<file path="config.mk">
export PLATFORM = sky130hd
export DESIGN_NAME = mr_scoreboard_flat
export DESIGN_NICKNAME = d
export VERILOG_FILES = /design/src/rtl/mr_scoreboard_pkg.sv /design/src/rtl/mr_scoreboard_if.sv /design/src/rtl/mr_sb_counter.sv /design/src/rtl/mr_scoreboard.sv /design/src/flat_wrapper.sv
export SDC_FILE = /design/constraint.sdc
export NUM_CORES = 1
export LEC_CHECK = 0
export CORE_MARGIN = 5
export CORE_UTILIZATION = 30
export DETAILED_ROUTE_END_ITERATION = 6
export HOLD_SLACK_MARGIN = 0.02
export PLACE_DENSITY = 0.54
export SLEW_MARGIN = 20
export SYNTH_ARGS = -nofsm -noshare
export SYNTH_HDL_FRONTEND = slang
export SYNTH_SLANG_ARGS = --single-unit
export TNS_END_PERCENT = 30
</file>
<file path="constraint.sdc">
create_clock -name clk -period 3.7 [get_ports clk]
set_input_delay 0.925 -clock clk [delete_from_list [all_inputs] [get_ports clk]]
set_output_delay 0.925 -clock clk [all_outputs]
set_load 0.02 [all_outputs]
</file>
<file path="src/rtl/mr_scoreboard_pkg.sv">
// Shared types for the mr pipeline: ALU and branch enums plus the
// issue-scoreboard state encoding and sizing constants.
package mr_scoreboard_pkg;

    typedef enum logic [2:0] {
        ALU_ADD = 3'd0,
        ALU_SUB = 3'd1,
        ALU_AND = 3'd2,
        ALU_OR  = 3'd3,
        ALU_XOR = 3'd4,
        ALU_SLT = 3'd5
    } e_alu_op;

    typedef enum logic [1:0] {
        BR_NONE = 2'd0,
        BR_EQ   = 2'd1,
        BR_NE   = 2'd2,
        BR_JMP  = 2'd3
    } e_br_kind;

    typedef enum logic {
        SB_RUN   = 1'b0,
        SB_FLUSH = 1'b1
    } e_sb_state;

    // Pending-counter width: up to 2**SB_CNT_BITS-1 writes in flight per register.
    localparam int SB_CNT_BITS    = 2;
    localparam int SB_FLUSH_DEPTH = 2;

endpackage

</file>
<file path="src/rtl/mr_scoreboard_if.sv">
// Decode / ALU / writeback handshake bundle seen by the issue scoreboard.
interface mr_scoreboard_if #(
    parameter int REGSEL_BITS = 5
);
    logic                   dec_valid;
    logic [REGSEL_BITS-1:0] dec_rs1;
    logic [REGSEL_BITS-1:0] dec_rs2;
    logic                   dec_rs1_used;
    logic                   dec_rs2_used;
    logic [REGSEL_BITS-1:0] dec_rd;
    logic                   alu_ready;
    logic                   dec_stall;
    logic                   issue;
    logic                   wb_valid;
    logic [REGSEL_BITS-1:0] wb_reg;
    logic                   br_taken;
    logic                   flush;
    logic                   idle;
    logic [31:0]            stall_cycles;

    // Pipeline side: drives decode, ALU readiness and writeback.
    modport master (
        output dec_valid, dec_rs1, dec_rs2, dec_rs1_used, dec_rs2_used, dec_rd,
        output alu_ready, wb_valid, wb_reg, br_taken,
        input  dec_stall, issue, flush, idle, stall_cycles
    );

    // Scoreboard side.
    modport slave (
        input  dec_valid, dec_rs1, dec_rs2, dec_rs1_used, dec_rs2_used, dec_rd,
        input  alu_ready, wb_valid, wb_reg, br_taken,
        output dec_stall, issue, flush, idle, stall_cycles
    );
endinterface

</file>
<file path="src/rtl/mr_sb_counter.sv">
// One per-register pending-write counter. Increments on issue, decrements on
// retire; a simultaneous inc/dec cancels. Never wraps in either direction.
module mr_sb_counter #(
    parameter int W = 2
) (
    input  logic clk,
    input  logic rst_n,
    input  logic inc,
    input  logic dec,
    output logic zero,
    output logic full
);
    localparam logic [W-1:0] CNT_MAX = {W{1'b1}};
    localparam logic [W-1:0] CNT_ONE = W'(1);

    logic [W-1:0] cnt_r;

    // Up/down update with saturation at both ends.
    always_ff @(posedge clk or negedge rst_n) begin
        if (!rst_n) begin
            cnt_r <= '0;
        end else if (inc && !dec && (cnt_r != CNT_MAX)) begin
            cnt_r <= cnt_r + CNT_ONE;
        end else if (dec && !inc && (cnt_r != '0)) begin
            cnt_r <= cnt_r - CNT_ONE;
        end else begin
            cnt_r <= cnt_r;
        end
    end

    assign zero = (cnt_r == '0);
    assign full = (cnt_r == CNT_MAX);

    mr_sb_counter_chk u_chk (
        .clk   (clk),
        .rst_n (rst_n),
        .inc   (inc),
        .dec   (dec),
        .zero  (zero)
    );
endmodule

// Protocol checker: a retire must never hit a register with nothing pending.
module mr_sb_counter_chk (
    input logic clk,
    input logic rst_n,
    input logic inc,
    input logic dec,
    input logic zero
);
    a_no_underflow: assert property (@(posedge clk) disable iff (!rst_n)
        !(dec && !inc && zero));
endmodule

</file>
<file path="src/rtl/mr_scoreboard.sv">
// Issue scoreboard between decode and mr_alu: RAW/WAW hazard stall, post-branch
// flush sequencing and a saturating stall-cycle performance counter.
module mr_scoreboard
    import mr_scoreboard_pkg::*;
#(
    parameter int NREGS       = 32,
    parameter int REGSEL_BITS = 5,
    parameter int CNT_BITS    = SB_CNT_BITS,
    parameter int FLUSH_DEPTH = SB_FLUSH_DEPTH
) (
    input logic            clk,
    input logic            rst_n,
    mr_scoreboard_if.slave sb
);
    localparam int FCW = $clog2(FLUSH_DEPTH + 1);

    logic [NREGS-1:0] zero_s;
    logic [NREGS-1:0] full_s;
    logic             waw_en_s;
    logic             haz_s;
    logic             dec_stall_s;
    logic             issue_s;
    logic             idle_s;
    logic             flush_nxt_s;
    e_sb_state        state_r;
    e_sb_state        state_nxt_s;
    logic [FCW-1:0]   fcnt_r;
    logic [FCW-1:0]   fcnt_nxt_s;
    logic             flush_r;
    logic [31:0]      stall_cycles_r;

    // WAW checking switch; the saturation guard below stands on its own.
    assign waw_en_s = 1'b1;

    // x0 is never tracked: it always reads as "nothing pending".
    assign zero_s[0] = 1'b1;
    assign full_s[0] = 1'b0;

    for (genvar i = 1; i < NREGS; i++) begin : g_pend
        logic inc_s;
        logic dec_s;
        assign inc_s = issue_s && (sb.dec_rd == REGSEL_BITS'(i));
        assign dec_s = sb.wb_valid && (sb.wb_reg == REGSEL_BITS'(i));
        mr_sb_counter #(.W(CNT_BITS)) u_cnt (
            .clk   (clk),
            .rst_n (rst_n),
            .inc   (inc_s),
            .dec   (dec_s),
            .zero  (zero_s[i]),
            .full  (full_s[i])
        );
    end

    // Hazard detection: RAW on either source, WAW on rd, and rd counter full.
    always_comb begin
        haz_s = 1'b0;
        if (sb.dec_rs1_used && (sb.dec_rs1 != '0) && !zero_s[sb.dec_rs1]) begin
            haz_s = 1'b1;
        end else if (sb.dec_rs2_used && (sb.dec_rs2 != '0) && !zero_s[sb.dec_rs2]) begin
            haz_s = 1'b1;
        end else if (waw_en_s && (sb.dec_rd != '0) && !zero_s[sb.dec_rd]) begin
            haz_s = 1'b1;
        end else if ((sb.dec_rd != '0) && full_s[sb.dec_rd]) begin
            haz_s = 1'b1;
        end else begin
            haz_s = 1'b0;
        end
    end

    // Flush FSM state register.
    always_ff @(posedge clk or negedge rst_n) begin
        if (!rst_n) begin
            state_r <= SB_RUN;
            fcnt_r  <= '0;
            flush_r <= 1'b0;
        end else begin
            state_r <= state_nxt_s;
            fcnt_r  <= fcnt_nxt_s;
            flush_r <= flush_nxt_s;
        end
    end

    // Flush FSM next state; a branch seen while flushing is from a squashed op.
    always_comb begin
        state_nxt_s = state_r;
        fcnt_nxt_s  = fcnt_r;
        case (state_r)
            SB_RUN: begin
                if (sb.br_taken) begin
                    state_nxt_s = SB_FLUSH;
                    fcnt_nxt_s  = FCW'(FLUSH_DEPTH - 1);
                end else begin
                    state_nxt_s = SB_RUN;
                end
            end
            SB_FLUSH: begin
                if (fcnt_r != '0) begin
                    fcnt_nxt_s = fcnt_r - FCW'(1);
                end else begin
                    state_nxt_s = SB_RUN;
                end
            end
            default: begin
                state_nxt_s = SB_RUN;
                fcnt_nxt_s  = '0;
            end
        endcase
    end

    // Outputs: zero-latency issue/stall/idle and the next registered flush.
    always_comb begin
        flush_nxt_s = (state_nxt_s == SB_FLUSH);
        dec_stall_s = sb.dec_valid && (haz_s || (state_r != SB_RUN) || !sb.alu_ready);
        issue_s     = sb.dec_valid && !dec_stall_s;
        idle_s      = (&zero_s) && (state_r == SB_RUN);
    end

    // Saturating count of cycles in which decode is held.
    always_ff @(posedge clk or negedge rst_n) begin
        if (!rst_n) begin
            stall_cycles_r <= 32'd0;
        end else if (sb.dec_valid && dec_stall_s && (stall_cycles_r != 32'hFFFF_FFFF)) begin
            stall_cycles_r <= stall_cycles_r + 32'd1;
        end else begin
            stall_cycles_r <= stall_cycles_r;
        end
    end

    assign sb.dec_stall    = dec_stall_s;
    assign sb.issue        = issue_s;
    assign sb.idle         = idle_s;
    assign sb.flush        = flush_r;
    assign sb.stall_cycles = stall_cycles_r;

endmodule

</file>
<file path="src/flat_wrapper.sv">
// flat-port wrapper written by rule: the top's interface ports become plain ports
module mr_scoreboard_flat import mr_scoreboard_pkg::*;
#(
    parameter int NREGS       = 32,
    parameter int REGSEL_BITS = 5,
    parameter int CNT_BITS    = SB_CNT_BITS,
    parameter int FLUSH_DEPTH = SB_FLUSH_DEPTH
)
  (clk, rst_n, sb_dec_valid, sb_dec_rs1, sb_dec_rs2, sb_dec_rs1_used, sb_dec_rs2_used, sb_dec_rd, sb_alu_ready, sb_wb_valid, sb_wb_reg, sb_br_taken, sb_dec_stall, sb_issue, sb_flush, sb_idle, sb_stall_cycles);
  mr_scoreboard_if #(.REGSEL_BITS(REGSEL_BITS)) sb_i ();
  input logic clk;
  input logic rst_n;
  input wire logic [$bits(sb_i.dec_valid)-1:0] sb_dec_valid;
  input wire logic [$bits(sb_i.dec_rs1)-1:0] sb_dec_rs1;
  input wire logic [$bits(sb_i.dec_rs2)-1:0] sb_dec_rs2;
  input wire logic [$bits(sb_i.dec_rs1_used)-1:0] sb_dec_rs1_used;
  input wire logic [$bits(sb_i.dec_rs2_used)-1:0] sb_dec_rs2_used;
  input wire logic [$bits(sb_i.dec_rd)-1:0] sb_dec_rd;
  input wire logic [$bits(sb_i.alu_ready)-1:0] sb_alu_ready;
  input wire logic [$bits(sb_i.wb_valid)-1:0] sb_wb_valid;
  input wire logic [$bits(sb_i.wb_reg)-1:0] sb_wb_reg;
  input wire logic [$bits(sb_i.br_taken)-1:0] sb_br_taken;
  output wire logic [$bits(sb_i.dec_stall)-1:0] sb_dec_stall;
  output wire logic [$bits(sb_i.issue)-1:0] sb_issue;
  output wire logic [$bits(sb_i.flush)-1:0] sb_flush;
  output wire logic [$bits(sb_i.idle)-1:0] sb_idle;
  output wire logic [$bits(sb_i.stall_cycles)-1:0] sb_stall_cycles;
  assign sb_i.dec_valid = sb_dec_valid;
  assign sb_i.dec_rs1 = sb_dec_rs1;
  assign sb_i.dec_rs2 = sb_dec_rs2;
  assign sb_i.dec_rs1_used = sb_dec_rs1_used;
  assign sb_i.dec_rs2_used = sb_dec_rs2_used;
  assign sb_i.dec_rd = sb_dec_rd;
  assign sb_i.alu_ready = sb_alu_ready;
  assign sb_i.wb_valid = sb_wb_valid;
  assign sb_i.wb_reg = sb_wb_reg;
  assign sb_i.br_taken = sb_br_taken;
  assign sb_dec_stall = sb_i.dec_stall;
  assign sb_issue = sb_i.issue;
  assign sb_flush = sb_i.flush;
  assign sb_idle = sb_i.idle;
  assign sb_stall_cycles = sb_i.stall_cycles;
  mr_scoreboard #(.NREGS(NREGS), .REGSEL_BITS(REGSEL_BITS), .CNT_BITS(CNT_BITS), .FLUSH_DEPTH(FLUSH_DEPTH)) u_core (.clk(clk), .rst_n(rst_n), .sb(sb_i));
endmodule
</file>
# Word level (Yosys, flattened, before mapping)
# Cells that the tools add are included.
[op_classes]
n_reduce_logical = 365
n_eq_ne = 127
order_cmp = 3
add_sub_neg = 64
bitwise_logic = 1
n_mux = 80
[ops]
columns = ["cell", "count"]
rows = [
  ["logical AND 1 bit", 197],
  ["equality test 5 bit, second input constant", 32],
  ["two-way mux 2 bit", 64],
  ["nonzero test 2 bit", 63],
  ["equality test 5 x 4 -> 1 bit, second input constant", 16],
  ["zero test 1 bit", 67],
  ["!= test 2 bit, second input constant", 33],
  ["subtractor 2 x 1 -> 2 bit, second input constant", 32],
  ["adder 2 x 1 -> 2 bit, second input constant", 31],
  ["equality test 2 bit, second input constant", 31],
  ["zero test 2 bit", 31],
  ["equality test 5 x 3 -> 1 bit, second input constant", 8],
  ["adder 32 x 1 -> 32 bit, second input constant", 1],
  ["!= test 32 bit, second input constant", 1],
  ["AND reduction 31 bit", 1],
  ["binary-select mux 1 bit (select 5 bit)", 4],
  ["equality test 5 x 2 -> 1 bit, second input constant", 4],
  ["< comparator 5 x 6 -> 1 bit, second input constant", 3],
  ["nonzero test 5 bit", 3],
  ["equality test 5 x 1 -> 1 bit, second input constant", 2],
  ["two-way mux 1 bit", 10],
  ["case mux 2 bit (2 select lines)", 1],
  ["logical OR 1 bit", 2],
  ["case mux 1 bit (2 select lines)", 1],
  ["other kinds (2)", 2],
]
[totals]
ff_bits = 97
input_bits = 28

# Depth between registers and ports, before layout
# Gate-level depths: netlist of run 1.
[logic_depth]
ltp_word = 19
mapped_depth = 12
mapped_depth_nobuf = 8

# Cells and area by module
# From an unflattened synthesis of run 1, not the netlist that was laid out.
[unflattened]
hier_cells = 844
hier_area_um2 = 7437.1
[by_module_without_submodules]
columns = ["mod", "seq_area_each_um2", "cells_per_inst", "area_each_um2", "n_inst"]
rows = [
  ["mr_sb_counter", 50.0, 14, 125.1, 31],
  ["mr_scoreboard", 875.8, 410, 3558.4, 1],
]

# Worst setup path before layout of run 1
# No wires, ideal clock.
[synth_path]
path_type = "input to output"
startpoint = "in sb_dec_rd[0]"
endpoint = "out sb_dec_stall"
t_required_ns = 2.775
arrival_ns = 2.826
path_slack_ns = -0.051
cell_stages = 10
cell_sequence = "buf_4 -> buf_6 -> or3_1 -> a21oi_1 -> a211oi_1 -> o21ai_1 -> o211ai_2 -> o31ai_2 -> buf_2 -> inv_1"
[synth_between]
elab_chain_len = 10
word_cells_on_any_way = 15
cone_classes = "8 x mux; 7 x reduce/logical"
[synth_rtl]
columns = ["element", "line_no", "source"]
rows = [
  ["from (decl)", "flat_wrapper.sv:18", "input wire logic [$bits(sb_i.dec_rd)-1:0] sb_dec_rd;"],
  ["binary-select mux 1 bit (select 5 bit) (on tied branches)", "mr_scoreboard.sv:63, mr_scoreboard.sv:61", ""],
  ["two-way mux 1 bit (on tied branches)", "mr_scoreboard.sv:63, mr_scoreboard.sv:61", ""],
  ["logical AND 1 bit / zero test 1 bit (equally long branches)", "mr_scoreboard.sv:63, mr_scoreboard.sv:61", ""],
  ["two-way mux 1 bit / logical AND 1 bit (equally long branches)", "mr_scoreboard.sv:63, mr_scoreboard.sv:61", ""],
  ["two-way mux 1 bit *", "mr_scoreboard.sv:61", "end else if (waw_en_s && (sb.dec_rd != '0) && !zero_s[sb.dec_rd]) begin"],
  ["two-way mux 1 bit *", "mr_scoreboard.sv:59", "end else if (sb.dec_rs2_used && (sb.dec_rs2 != '0) && !zero_s[sb.dec_rs2]) begin"],
  ["two-way mux 1 bit *", "mr_scoreboard.sv:57", "if (sb.dec_rs1_used && (sb.dec_rs1 != '0) && !zero_s[sb.dec_rs1]) begin"],
  ["logical OR 1 bit * (2 in series)", "mr_scoreboard.sv:113", "dec_stall_s = sb.dec_valid && (haz_s || (state_r != SB_RUN) || !sb.alu_ready);"],
  ["logical AND 1 bit *", "mr_scoreboard.sv:113", ""],
  ["to (decl)", "flat_wrapper.sv:23", "output wire logic [$bits(sb_i.dec_stall)-1:0] sb_dec_stall;"],
]
# Every way passes the cells marked *; elsewhere a longest branch is shown, timed or not. The select of a mux whose other input is x is not followed.

# Worst setup path after layout of run 1
[layout_path]
startpoint = "in sb_dec_rd[2]"
endpoint = "out sb_issue"
[layout_between]
elab_chain_len = 12
word_cells_on_any_way = 17
cone_classes = "8 x mux; 9 x reduce/logical"
[layout_rtl]
columns = ["element", "line_no", "source"]
rows = [
  ["binary-select mux 1 bit (select 5 bit) (on tied branches)", "mr_scoreboard.sv:63, mr_scoreboard.sv:61", ""],
  ["two-way mux 1 bit (on tied branches)", "mr_scoreboard.sv:63, mr_scoreboard.sv:61", ""],
  ["logical AND 1 bit / zero test 1 bit (equally long branches)", "mr_scoreboard.sv:63, mr_scoreboard.sv:61", ""],
  ["two-way mux 1 bit / logical AND 1 bit (equally long branches)", "mr_scoreboard.sv:63, mr_scoreboard.sv:61", ""],
  ["two-way mux 1 bit *", "mr_scoreboard.sv:61", ""],
  ["two-way mux 1 bit *", "mr_scoreboard.sv:59", ""],
  ["two-way mux 1 bit *", "mr_scoreboard.sv:57", ""],
  ["logical OR 1 bit * (2 in series)", "mr_scoreboard.sv:113", ""],
  ["logical AND 1 bit *", "mr_scoreboard.sv:113", ""],
  ["zero test 1 bit *", "mr_scoreboard.sv:114", "issue_s = sb.dec_valid && !dec_stall_s;"],
  ["logical AND 1 bit *", "mr_scoreboard.sv:114", ""],
  ["to (decl)", "flat_wrapper.sv:24", "output wire logic [$bits(sb_i.issue)-1:0] sb_issue;"],
]
# Marks and branches as above.

==> run metrics, run 1 <==
critical path capture point type primary output; CTS Sinks 97; Die X 153 um; final WL 19,900 um; Post-Synthesis Cells 665; Final Worst Setup Slack -0.00342 ns; largest net degree at the start of global routing 86; Final #Nets 829; DR vias 5,789; vias in the first global route 5,505; post-layout util 0.408; RSZ-0062 raised after global routing yes; global route hottest layer met2; first-pass GRT wire length 31,300 um; DIE AREA 23,400 um^2; I/O Buffers 63; Worst EP required 2.77 ns; Min Hold Slack 0.409 ns; met2 GRT Util 0.249; status finished, violations left; synthesized flop and latch total 97; CP max-delay cell clkdlybuf4s15_2; kind of critical path in -> out; violated checks negative setup slack; max incr delay on CP 0.26 ns; Mapped Nets 695; GR Overflow Total 0; via-per-instance ratio 5.39; Slew Viols, Final 0; root buf cell clkbuf_16; post-synth cell types 73; Final Critical Period 3.70 ns; Max Freq 270 MHz; row cnt 52; Critical Path Most Common Cell buf_6; delay-heaviest family, CP buffers and inverters; Mapped Area 6140 um^2; Core ar. 20,200 um^2; number of primary I/O pins 64; diode count 0; die height 153 um; HPWL reported at the end of detailed placement 14,600 um; number of synthesized flops with an enable pin 0; commonest non-fill, non-tap cell in the layout dfrtp_1; Main synth FF type dfrtp_1; setup TNS -0.00342 ns; First-pass DRT Iterations 5; Peak VDD IR 209 uV; Design Power 0.00327 W; layout cell share with drive strength beyond 1 0.241; clock skew 0.0147 ns; endpoints failing setup 1; CTS max path bufs 2; Slew @ Worst Pin 0.517 ns; CP Launch Type primary input; max cap viols 0; gr usage total 0.166; CTS Buf Count 9; WL/cell 18.6 um; H-tree levels 3; commonest non-fill, non-tap cells in the layout dfrtp_1 (97), buf_4 (88), nor2_1 (74); Static Leak 3.42 nW; Synth-to-Final Area Change 34.1%; hold crit path type in -> async; hold buffer count at cts 0; Critical Path AT 2.78 ns; final worst path period share 1.00; PD cells 398 nW/um^2; Antenna Violating Nets Remaining 0; Hold Fails Final Rpt 0; yosys warns 0; CP Buf/Inv Count 5; DRC violations left 0; average size of a mapped cell 9.23 um^2; peak fanout along the critical path 6; clk_lat worst skew 0.36 ns; gpl congestion 0.915; initial antenna violation count 0; async set-or-reset flop fraction in the synthesized netlist 1.00; grt met1 use 0.239; Worst-path clk slew 0.07 ns; Slew Limit Headroom 0.654; CTS tree done; drt initial violations 519; Initial Utilization 0.304; grt met3 use 0.0353; crit-path cells clkdlybuf4s15_2, buf_6, nand2b_1, o221ai_2, nor4bb_4, a31o_1, buf_6, nor4_4, buf_4, buf_6; sequential area share after synthesis 0.395
[final cells by class]
cell class	count	area, um^2
flip-flops and latches	97	2430
clock buffers	9	225
repair buffers	160	1430
multi-input cells	519	3700
well taps	270	338
fillers	1988	11900
inverters	12	45.0
clock inverters	7	68.8
[synthesized netlist by cell type, drive strengths merged, types with 6 or more instances]
master,number,area [um^2]
dfrtp,97,2430
nor2,76,285
nand2,65,244
nor3,36,180
xor2,31,272
nand3,29,145
a21oi,23,115
buf,21,140
a21boi,19,143
nand4,18,113
clkbuf,16,60.1
nor4,16,171
nor2b,15,93.8
nor4b,14,154
inv,12,45.0
o21ai,12,60.1
mux2i,10,100
nand2b,10,70.1
a22oi,9,67.6
and3,9,56.3
nor3b,8,60.1
o31a,8,70.1
a31oi,7,68.8
a41oi,7,61.3
mux4,7,158
o211ai,7,57.6
nand4b,6,52.6
[power breakdown]
part	total [W]	switching, W	leakage [nW]	internal [W]
registers	0.00133	0.000150	1.28	0.00118
clock network	0.000946	0.000468	0.146	0.000478
logic	0.000997	0.000528	1.99	0.000468
[routing by layer]
layer / up-vias / routed length [um] / part of all wire
li1: 2758 / - / -
met1: 2795 / 9430 / 0.47
met2: 193 / 8940 / 0.45
met3: 43 / 1090 / 0.054
met4: 0 / 491 / 0.025
met5: - / 0 / 0
[kinds of logic (layout without fill, tap and decap cells)]
| family | after synthesis | after routing | share of synthesized area |
|---|---|---|---|
| adders and majority gates | 2 | 2 | 0.00408 |
| DFF | 97 | 97 | 0.395 |
| muxes | 18 | 18 | 0.0438 |
| AOI/OAI and AO/OA | 131 | 131 | 0.161 |
| xor gates and xnor gates | 32 | 32 | 0.0456 |
| and+or+nand+nor | 336 | 336 | 0.310 |
| buffers and inverters | 49 | 188 | 0.0399 |
[state kept, by name, summed over array words and instances (netlist names)]
signal / flops
u_core.state_r: 1
u_core.sb.stall_cycles: 32
u_core.fcnt_r: 2
u_core.g_pend.u_cnt.cnt_r: 62
[worst reg2reg max path, delay by kind of cell, from the launching register on]
family          cells  cell delay, ns
simple gates        5            1.30
compound gates      2            0.41
flops               1            0.39
mux                 1            0.33
buf+inv             3            0.71
[what timing repair did]
action / in CTS / in global routing
gates resized for setup: 72 / 40
gates cloned: 1 / 2
endpoints found under the setup margin: 18 / 3
buffers inserted: 8 / 0
pin swaps: 13 / 16
[final timing paths]
check	start	slack (ns)	cells after the start	endpoint
setup / recovery	sb_dec_rd[2]	-0.003	10	sb_issue
max in group asynchronous	rst_n	2.55	2	u_core.sb.stall_cycles[5]$_DFFE_PN0P_
hold / removal	rst_n	0.41	1	u_core.g_pend[19].u_cnt.cnt_r[1]$_DFFE_PN0P_
setup reg to reg	u_core.g_pend[23].u_cnt.cnt_r[0]$_DFFE_PN0P_	0.46	11	u_core.g_pend[10].u_cnt.cnt_r[0]$_DFFE_PN0P_
min in group clk	u_core.sb.stall_cycles[23]$_DFFE_PN0P_	0.49	1	u_core.sb.stall_cycles[23]$_DFFE_PN0P_
hold reg to reg	u_core.sb.stall_cycles[23]$_DFFE_PN0P_	0.49	1	u_core.sb.stall_cycles[23]$_DFFE_PN0P_
[through the flow]
| stage | instance area (um^2) | setup slack, ns | cells |
|---|---|---|---|
| 6_report | 8240 | -0.00342 | 1074 |
| 5_1_grt | 8240 | -0.0684 | 1074 |
| 3_5_place_dp | 7600 | -0.975 | 1048 |
| 4_1_cts | 8050 | 0.00759 | 1072 |
| 3_3_place_gp | 7600 | -0.935 | 1048 |
| 2_1_floorplan | 6150 | 0.00312 | 665 |
Power figures use the tool's default switching activity.
==> run 2, diff against run 1 <==
- clock period: 3.7 -> 3.1 ns (I/O delays scaled with it)
==> run 2 against run 1 <==
Compared with the run above: the run still ends with negative setup slack left; final area up 9.4%; flip-flop and latch count did not move; non-clock buffer count increased by 83; wire length increased by 4.9%; hold slack improved by 0.0018 ns; register-to-register slack worse by 0.33 ns; count of clock-buffer cells in the layout stayed put; via count grew 6.4%; clock skew down 0.0028 ns; sequential power increased by 17%; clock power rose by 27%; critical path type unchanged.
==> run metrics, run 2 (synthesized netlist as in run 1, its figures left out) <==
drt initial violations 543 (+4.6%); via-per-instance ratio 5.32 (-1.2%); area of the multi-input gates 3770 um^2 (+1.8%); Initial Utilization 0.304 (unchanged); DRC violations left 0 (unchanged); PD cells 462 nW/um^2 (+16%); Design Power 0.00416 W (+27%); H-tree levels 3 (unchanged); I/O Buffers 63 (unchanged); DR vias 6,161 (+6.4%); gpl congestion 0.957 (+4.6%); Filler Cell Count 1,969 (-0.96%); FF/Latch Area 2430 um^2 (unchanged); Worst EP required 2.32 ns (-0.45 ns); kind of critical path in -> out; Slew Viols, Final 0 (unchanged); Antenna Violating Nets Remaining 0 (unchanged); CP max-delay cell nor4_4; reg2reg start u_core.g_pend[31].u_cnt.cnt_r[1]$_DFFE_PN0P_; max incr delay on CP 0.42 ns (+0.16 ns); clock skew 0.0119 ns (-0.00278 ns); commonest non-fill, non-tap cell in the layout buf_4; max cap viols 0 (unchanged); gr usage total 0.173 (+0.00665); Critical Path AT 2.67 ns (-0.11 ns); Hold Fails Final Rpt 0 (unchanged); Worst-path clk slew 0.07 ns (about the same); Synth-to-Final Area Change 46.7%; most flop-heavy register u_core.g_pend.u_cnt.cnt_r; post-layout util 0.447 (+0.0383); root buf cell clkbuf_16; largest net degree at the start of global routing 43 (-50%); CTS tree done; final WL 20,900 um (+4.9%); Core ar. 20,200 um^2 (unchanged); peak fanout along the critical path 8 (+2); max reg flops 62 (unchanged); Final Worst Setup Slack -0.347 ns (-0.343 ns); Peak VDD IR 224 uV (+7.2%); CP Launch Type primary input; violated checks negative setup slack; initial antenna violation count 0 (unchanged); diode count 0 (unchanged); Slew Limit Headroom 0.600 (-0.0539); number of primary I/O pins 64 (unchanged); CTS Sinks 97 (unchanged); Critical Path Most Common Cell buf_4; first-pass GRT wire length 32,500 um (+3.9%); Final Critical Period 3.45 ns; Max Freq 290 MHz; final worst path period share 1.11; critical path capture point type primary output; layout cell share with drive strength beyond 1 0.328 (+0.0868); HPWL reported at the end of detailed placement 15,300 um (+5.2%); First-pass DRT Iterations 7 (+2); r2r endpoint u_core.g_pend[6].u_cnt.cnt_r[0]$_DFFE_PN0P_; status finished, violations left; clk_lat worst skew 0.36 ns (about the same); Slew @ Worst Pin 0.599 ns (+0.0820 ns); setup TNS -0.623 ns (-0.619 ns); CTS Buf Count 9 (unchanged); vias in the first global route 5,763 (+4.7%); hold crit path type in -> async; crit-path cells buf_8, buf_12, buf_4, mux4_2, nand2_1, nor4bb_4, a31o_4, buf_6, nor4_4, buf_4; endpoints failing setup 2 (+1); setup slack, reg-to-reg 0.13 ns (-0.33 ns); Final #Nets 912 (+10%); die height 153 um (unchanged); WL/cell 18.1 um (-2.6%); Static Leak 3.90 nW (+14%); DIE AREA 23,400 um^2 (unchanged); GR Overflow Total 0 (unchanged); CTS max path bufs 2 (unchanged); RSZ-0062 raised after global routing yes; R2R depth 11 (unchanged); Die X 153 um (unchanged); row cnt 52 (unchanged); Min Hold Slack 0.411 ns (+0.00182 ns); commonest non-fill, non-tap cells in the layout buf_4 (164), dfrtp_1 (97), nor2_1 (71)
run 2: cell types whose count changed in the layout (fill, tap and decap cells not counted), sizes merged:
cell           previous run  this run
clkinv                    2         3
dlygate4sd2               3         2
buf                     106       189
inv                      17        15
dlymetal6s2s              0         1
clkdlybuf4s50            47        46
bufinv                    0         1
clkdlybuf4s15             2         3
run 2: critical path: cells and delay by family:
family,cells,cell delay (ns)
AO/OA/AOI/OAI,1,0.24
buffers and inverters,5,0.70
AND/OR/NAND/NOR,3,0.63
multiplexers,1,0.33
run 2: metal layers:
metal / wire [um] / up-vias / global-route usage
met5: 0 / - / 0
met4: 398 / 0 / 0.0509
met3: 1390 / 31 / 0.0348
met2: 9400 / 198 / 0.266
met1: 9740 / 3016 / 0.247
li1: - / 2916 / -
run 2: per-stage QoR:
| step | std cells | setup WS, ns | instance area, um^2 |
|---|---|---|---|
| 5_1_grt | 1157 | -0.399 | 9010 |
| 2_1_floorplan | 665 | -0.212 | 6160 |
| 6_report | 1157 | -0.347 | 9010 |
| 3_5_place_dp | 1117 | -1.33 | 8110 |
| 3_3_place_gp | 1117 | -1.30 | 8110 |
| 4_1_cts | 1149 | -0.273 | 8740 |
run 2: worst max path at each step:
| stage | start | to | depth (start not counted) |
|---|---|---|---|
| 5_1_grt | sb_dec_rd[0] | sb_issue | 10 |
| 4_1_cts | sb_dec_rs1[0] | sb_issue | 9 |
| 2_1_floorplan | sb_dec_rd[0] | sb_issue | 10 |
| 3_5_place_dp | sb_dec_rd[0] | sb_dec_stall | 10 |
| 6_report | sb_dec_rd[0] | sb_issue | 10 |
| 3_3_place_gp | sb_dec_rd[0] | sb_dec_stall | 10 |
run 2: final cells by class:
type,count,share of cell area
clock buffer,9,0.0250
clock inverter,7,0.00972
inverter,12,0.00500
multi-input combinational,519,0.418
sequential,97,0.269
tap,270,0.0375
timing repair buffer,243,0.235
run 2: report_power, final:
part / internal (W) / switching (W)
Sequential: 0.00141 / 0.000148
Combinational: 0.000695 / 0.000707
Clock: 0.000645 / 0.000558
Total: 0.00275 / 0.00141
run 2: what timing repair did:
action	in CTS	in global routing
gates cloned	1	2
setup endpoints to repair	97	67
buffers inserted	15	7
pin swaps	21	15
hold buffers	0	0
gates resized for setup	108	47
hold endpoints to repair	0	0
==> patch 1 (config.mk and constraints of run 2) <==
`NREGS` is set to 32 in 2 places; all go to 64.
--- a/src/rtl/mr_scoreboard.sv
+++ b/src/rtl/mr_scoreboard.sv
@@ -4,5 +4,5 @@
     import mr_scoreboard_pkg::*;
 #(
-    parameter int NREGS       = 32,
+    parameter int NREGS       = 64,
     parameter int REGSEL_BITS = 5,
     parameter int CNT_BITS    = SB_CNT_BITS,
--- a/src/flat_wrapper.sv
+++ b/src/flat_wrapper.sv
@@ -2,5 +2,5 @@
 module mr_scoreboard_flat import mr_scoreboard_pkg::*;
 #(
-    parameter int NREGS       = 32,
+    parameter int NREGS       = 64,
     parameter int REGSEL_BITS = 5,
     parameter int CNT_BITS    = SB_CNT_BITS,
Check against the original RTL: not equivalent (a bounded check fails within 4 cycles, from zero or initial values and one cycle with rst_n low).
==> patch 1 against run 2 <==
- the flow still finishes with violations (setup timing)
- synthesized area increased by 71%
- critical path depth unchanged
- design area increased by 69%
- sequential cell count increased by 64
- maximum frequency decreased by 2.7%
- routed wire length increased by 99%
- count of clock-buffer cells in the layout increased by 9
- setup slack got worse by 0.097 ns
- total power increased by 78%
- critical endpoint unchanged
- largest power group unchanged
==> patch 1: results (changes against run 2) <==
Outcome
  – Status: finished, violations left (unchanged)
  – Failing checks: setup timing (unchanged)

Worst setup path
  – Crit Reg-Reg Startpoint: u_core.g_pend[29].u_cnt.cnt_r[0] (was u_core.g_pend[31].u_cnt.cnt_r[1])
  – Crit. Startpoint: sb_dec_rs1[2] (was sb_dec_rd[0])
  – Worst path slowest cell: mux4_2 (was nor4_4)

GRT
  – Largest net degree at the start of global routing: 61 (was 43)

Timing
  – Final setup viols: 15 (was 2)
  – Rel. slew slack: 53.0% (was 60.0%)
  – Fin worst setup slack: -0.443 ns (was -0.347 ns)

Synth
  – Synth cell types: 91 (was 73)
  – Seq/Total Area, Yosys: 38.4% (was 39.5%)
  – Post-synth top cells: 161 x dfrtp_1, 114 x nor2_1, 92 x nand2_1, 59 x nand3_1, 57 x inv_1 (was 97 x dfrtp_1, 76 x nor2_1, 65 x nand2_1, 36 x nor3_1, 31 x xor2_1)
  – Post-synthesis average cell area: 9.09 um2 (was 9.23 um2)
  – Top post-synthesis cells by area: dfrtp_1 38%, nor2_1 4.1%, nand2_1 3.3%, mux2i_1 3.1%, nand3_1 2.8% (was dfrtp_1 40%, nor2_1 4.6%, xor2_1 4.4%, nand2_1 4.0%, nor3_1 2.9%)

Placed design
  – Placed instance area: 14000 um2 (was 8110 um2)
  – Placed insts: 1946 (was 1117)

Finish
  – Non-clk invs: 57 (was 12)
  – Storage cell area: 4030 um2 (was 2430 um2)
  – Clk tree area frac: 3.68% (was 3.47%)
  – Final non-clock buffer share: 22.6% (was 23.5%)

CTS
  – Clk_lat worst skew: 0.45 ns (was 0.36 ns)
  – TritonCTS buffer count: 17 (was 9)

Route
  – DRT iter0 DRCs: 856 (was 543)

Die
  – Die ar.: 38800 um2 (was 23400 um2)

Power
  – Leakage: 6.66 nW (was 3.90 nW)
-- patch 1: worst paths after layout --
kind,to,slack [ns],depth (start not counted)
min in group clk,u_core.sb.stall_cycles[23],0.49,1
setup reg to reg,u_core.sb.stall_cycles[25],-0.08,11
max in group asynchronous,u_core.sb.stall_cycles[9],2.03,2
setup / recovery,sb_issue,-0.44,10
hold reg to reg,u_core.sb.stall_cycles[23],0.49,1
hold / removal,u_core.g_pend[51].u_cnt.cnt_r[0],0.27,1
-- patch 1: power groups by stage --
stage	logic, mW	clock network, mW	registers, mW
final	2.59	2.09	2.70
after global routing	2.76	2.22	2.73
after CTS	2.49	2.14	2.69
after detailed placement	2.35	0	2.71
after global placement	2.33	0	2.69
after floorplan	1.06	0	2.70
-- patch 1: critical path, delay by kind of cell --
| family | cells | cell delay (ns) |
|---|---|---|
| buffers and inverters | 5 | 0.65 |
| and+or+nand+nor | 3 | 0.32 |
| muxes | 2 | 1.01 |
-- patch 1: kinds of logic (layout without fill, tap and decap cells) --
logic type / Yosys count / after routing / synth area share (%)
AND/OR/NAND/NOR: 526 / 526 / 27.7
XOR/XNOR: 32 / 32 / 2.67
AO/OA/AOI/OAI: 260 / 260 / 17.6
adder cells (fa/ha/maj): 2 / 2 / 0.239
buffers and inverters: 103 / 499 / 4.59
multiplexers: 69 / 69 / 8.71
flip-flops: 161 / 161 / 38.4
-- patch 1: layer usage --
| metal | up-vias | share of wire (%) | GRT usage, % |
|---|---|---|---|
| met3 | 85 | 7.5 | 5.49 |
| met4 | 0 | 3.8 | 8.40 |
| met1 | 5412 | 44 | 28.8 |
| met2 | 377 | 44 | 32.1 |
| li1 | 5076 | - | - |
| met5 | - | 0 | 0 |
==> patch 2 (settings of run 2) <==
Made on the original files. Make the reset (`rst_n`) synchronous in 3 clocked blocks.
--- a/src/rtl/mr_sb_counter.sv
+++ b/src/rtl/mr_sb_counter.sv
@@ -17,5 +17,5 @@
 
     // Up/down update with saturation at both ends.
-    always_ff @(posedge clk or negedge rst_n) begin
+    always_ff @(posedge clk) begin
         if (!rst_n) begin
             cnt_r <= '0;
--- a/src/rtl/mr_scoreboard.sv
+++ b/src/rtl/mr_scoreboard.sv
@@ -69,5 +69,5 @@
 
     // Flush FSM state register.
-    always_ff @(posedge clk or negedge rst_n) begin
+    always_ff @(posedge clk) begin
         if (!rst_n) begin
             state_r <= SB_RUN;
@@ -117,5 +117,5 @@
 
     // Saturating count of cycles in which decode is held.
-    always_ff @(posedge clk or negedge rst_n) begin
+    always_ff @(posedge clk) begin
         if (!rst_n) begin
             stall_cycles_r <= 32'd0;
Behaviour: not the same (a bounded check fails within 4 cycles, from zero or initial values and one cycle with rst_n low; the reset may be asserted at any time).
==> patch 2 against run 2 <==
- maximum frequency rose by 0.37%
- design area rose by 2.3%
- sequential cell count did not move
- synthesized area rose by 0.88%
- the run still ends with setup timing left
- clock skew rose by 0.0087 ns
- routed wire length rose by 7.6%
- critical endpoint is now sb_dec_stall
- setup slack improved by 0.013 ns
- sequential share of layout area fell by 5.9 points
- via count rose by 14%
Power is not compared: it rests on default switching activity, and its combinational part moved more than twofold at a synthesized area within 25%.
==> patch 2: results (changes against run 2) <==
Worst setup path
  – Worst path slowest cell: o41ai_2 (was nor4_4)
  – R2r endpoint: u_core.sb.stall_cycles[16] (was u_core.g_pend[6].u_cnt.cnt_r[0])
  – Largest stage delay on the critical path: 0.36 ns (was 0.42 ns)
  – Crit Reg-Reg Startpoint: u_core.g_pend[7].u_cnt.cnt_r[0] (was u_core.g_pend[31].u_cnt.cnt_r[1])
  – Crit path to: sb_dec_stall (was sb_issue)
  – Reg-to-reg slack, setup: -0.03 ns (was 0.13 ns)
  – FF-to-FF path depth: 13 (was 11)

Finish
  – Multi-input logic portion of the cell area: 45.5% (was 41.8%)
  – Filler cells: 2034 (was 1969)
  – Nets@finish: 1056 (was 912)
  – Clk tree area frac: 3.30% (was 3.47%)
  – Final non-filler cell total: 1301 (was 1157)
  – Non-clk invs: 20 (was 12)
  – #MultiIn Comb: 616 (was 519)

Route
  – Drt first pass iters: 6 (was 7)
  – Wl on met1: 10500 um (was 9740 um)
  – Met2 Wirelength: 10000 um (was 9400 um)
  – Final WL: 22500 um (was 20900 um)
  – DRT iter0 DRCs: 666 (was 543)

GRT
  – Met2 usage: 30.0% (was 26.6%)
  – Largest net degree at the start of global routing: 106 (was 43)
  – Met3 Use GR: 2.89% (was 3.48%)
  – Number of global-route vias before repair: 6780 (was 5763)
  – First-pass GRT wire length: 36400 um (was 32500 um)
  – Grt met1 use: 26.2% (was 24.7%)

Synth
  – Syn_nets: 814 (was 695)
  – Synth cell types: 72 (was 73)
  – Seq/Total Area, Yosys: 31.4% (was 39.5%)
  – Synthesized instance count: 784 (was 665)
  – Top post-synthesis cells by area: dfxtp_1 31%, nand2_1 5.7%, nor2_1 4.4%, mux4_2 4.4%, nand3_1 3.6% (was dfrtp_1 40%, nor2_1 4.6%, xor2_1 4.4%, nand2_1 4.0%, nor3_1 2.9%)

CTS
  – Post-CTS setup buffer count: 17 (was 15)
  – Resize count post-CTS: 113 (was 108)

Timing
  – Final setup viols: 12 (was 2)
  – Fin worst setup slack: -0.334 ns (was -0.347 ns)
  – Rel. slew slack: 28.7% (was 60.0%)

Min path
  – Hold Path Class: reg2reg (was in2async)

Outcome
  – Failing checks: setup timing (unchanged)
  – Status: finished, violations left (unchanged)

Placed design
  – Pre-CTS setup slack: -1.26 ns (was -1.33 ns)
  – Routability Congestion: 0.946 (was 0.957)
  – DP HPWL: 16700 um (was 15300 um)
[patch 2: cell count changes in the layout (fill, tap and decap cells not counted), sizes merged, moves of 18 or more]
cell    change
nand2      +29
a21boi     -18
xor2       -31
dfxtp      +97
a211oi     +19
dfrtp      -97
buf        +43
[patch 2: per-stage QoR]
step / power (mW) / TNS (ns) / hold slack, ns / area [um2]
after global placement: 1.74 / -47.96 / 0.452 / 8480
final: 2.93 / -0.961 / 0.466 / 9210
after detailed placement: 1.74 / -48.17 / 0.459 / 8480
after CTS: 2.96 / -0.607 / 0.470 / 9110
after global routing: 3.06 / -3.90 / 0.492 / 9210
after floorplan: 1.53 / -0.498 / 0.428 / 6270
[patch 2: cells by family after synthesis]
kind of cell	count (synthesis)	share of synthesized area, %
muxes	29	7.13
adders and majority gates	2	0.404
and+or+nand+nor	405	34.4
DFF	97	31.4
xor gates and xnor gates	1	0.141
AOI/OAI and AO/OA	179	21.2
buffers and inverters	71	5.31
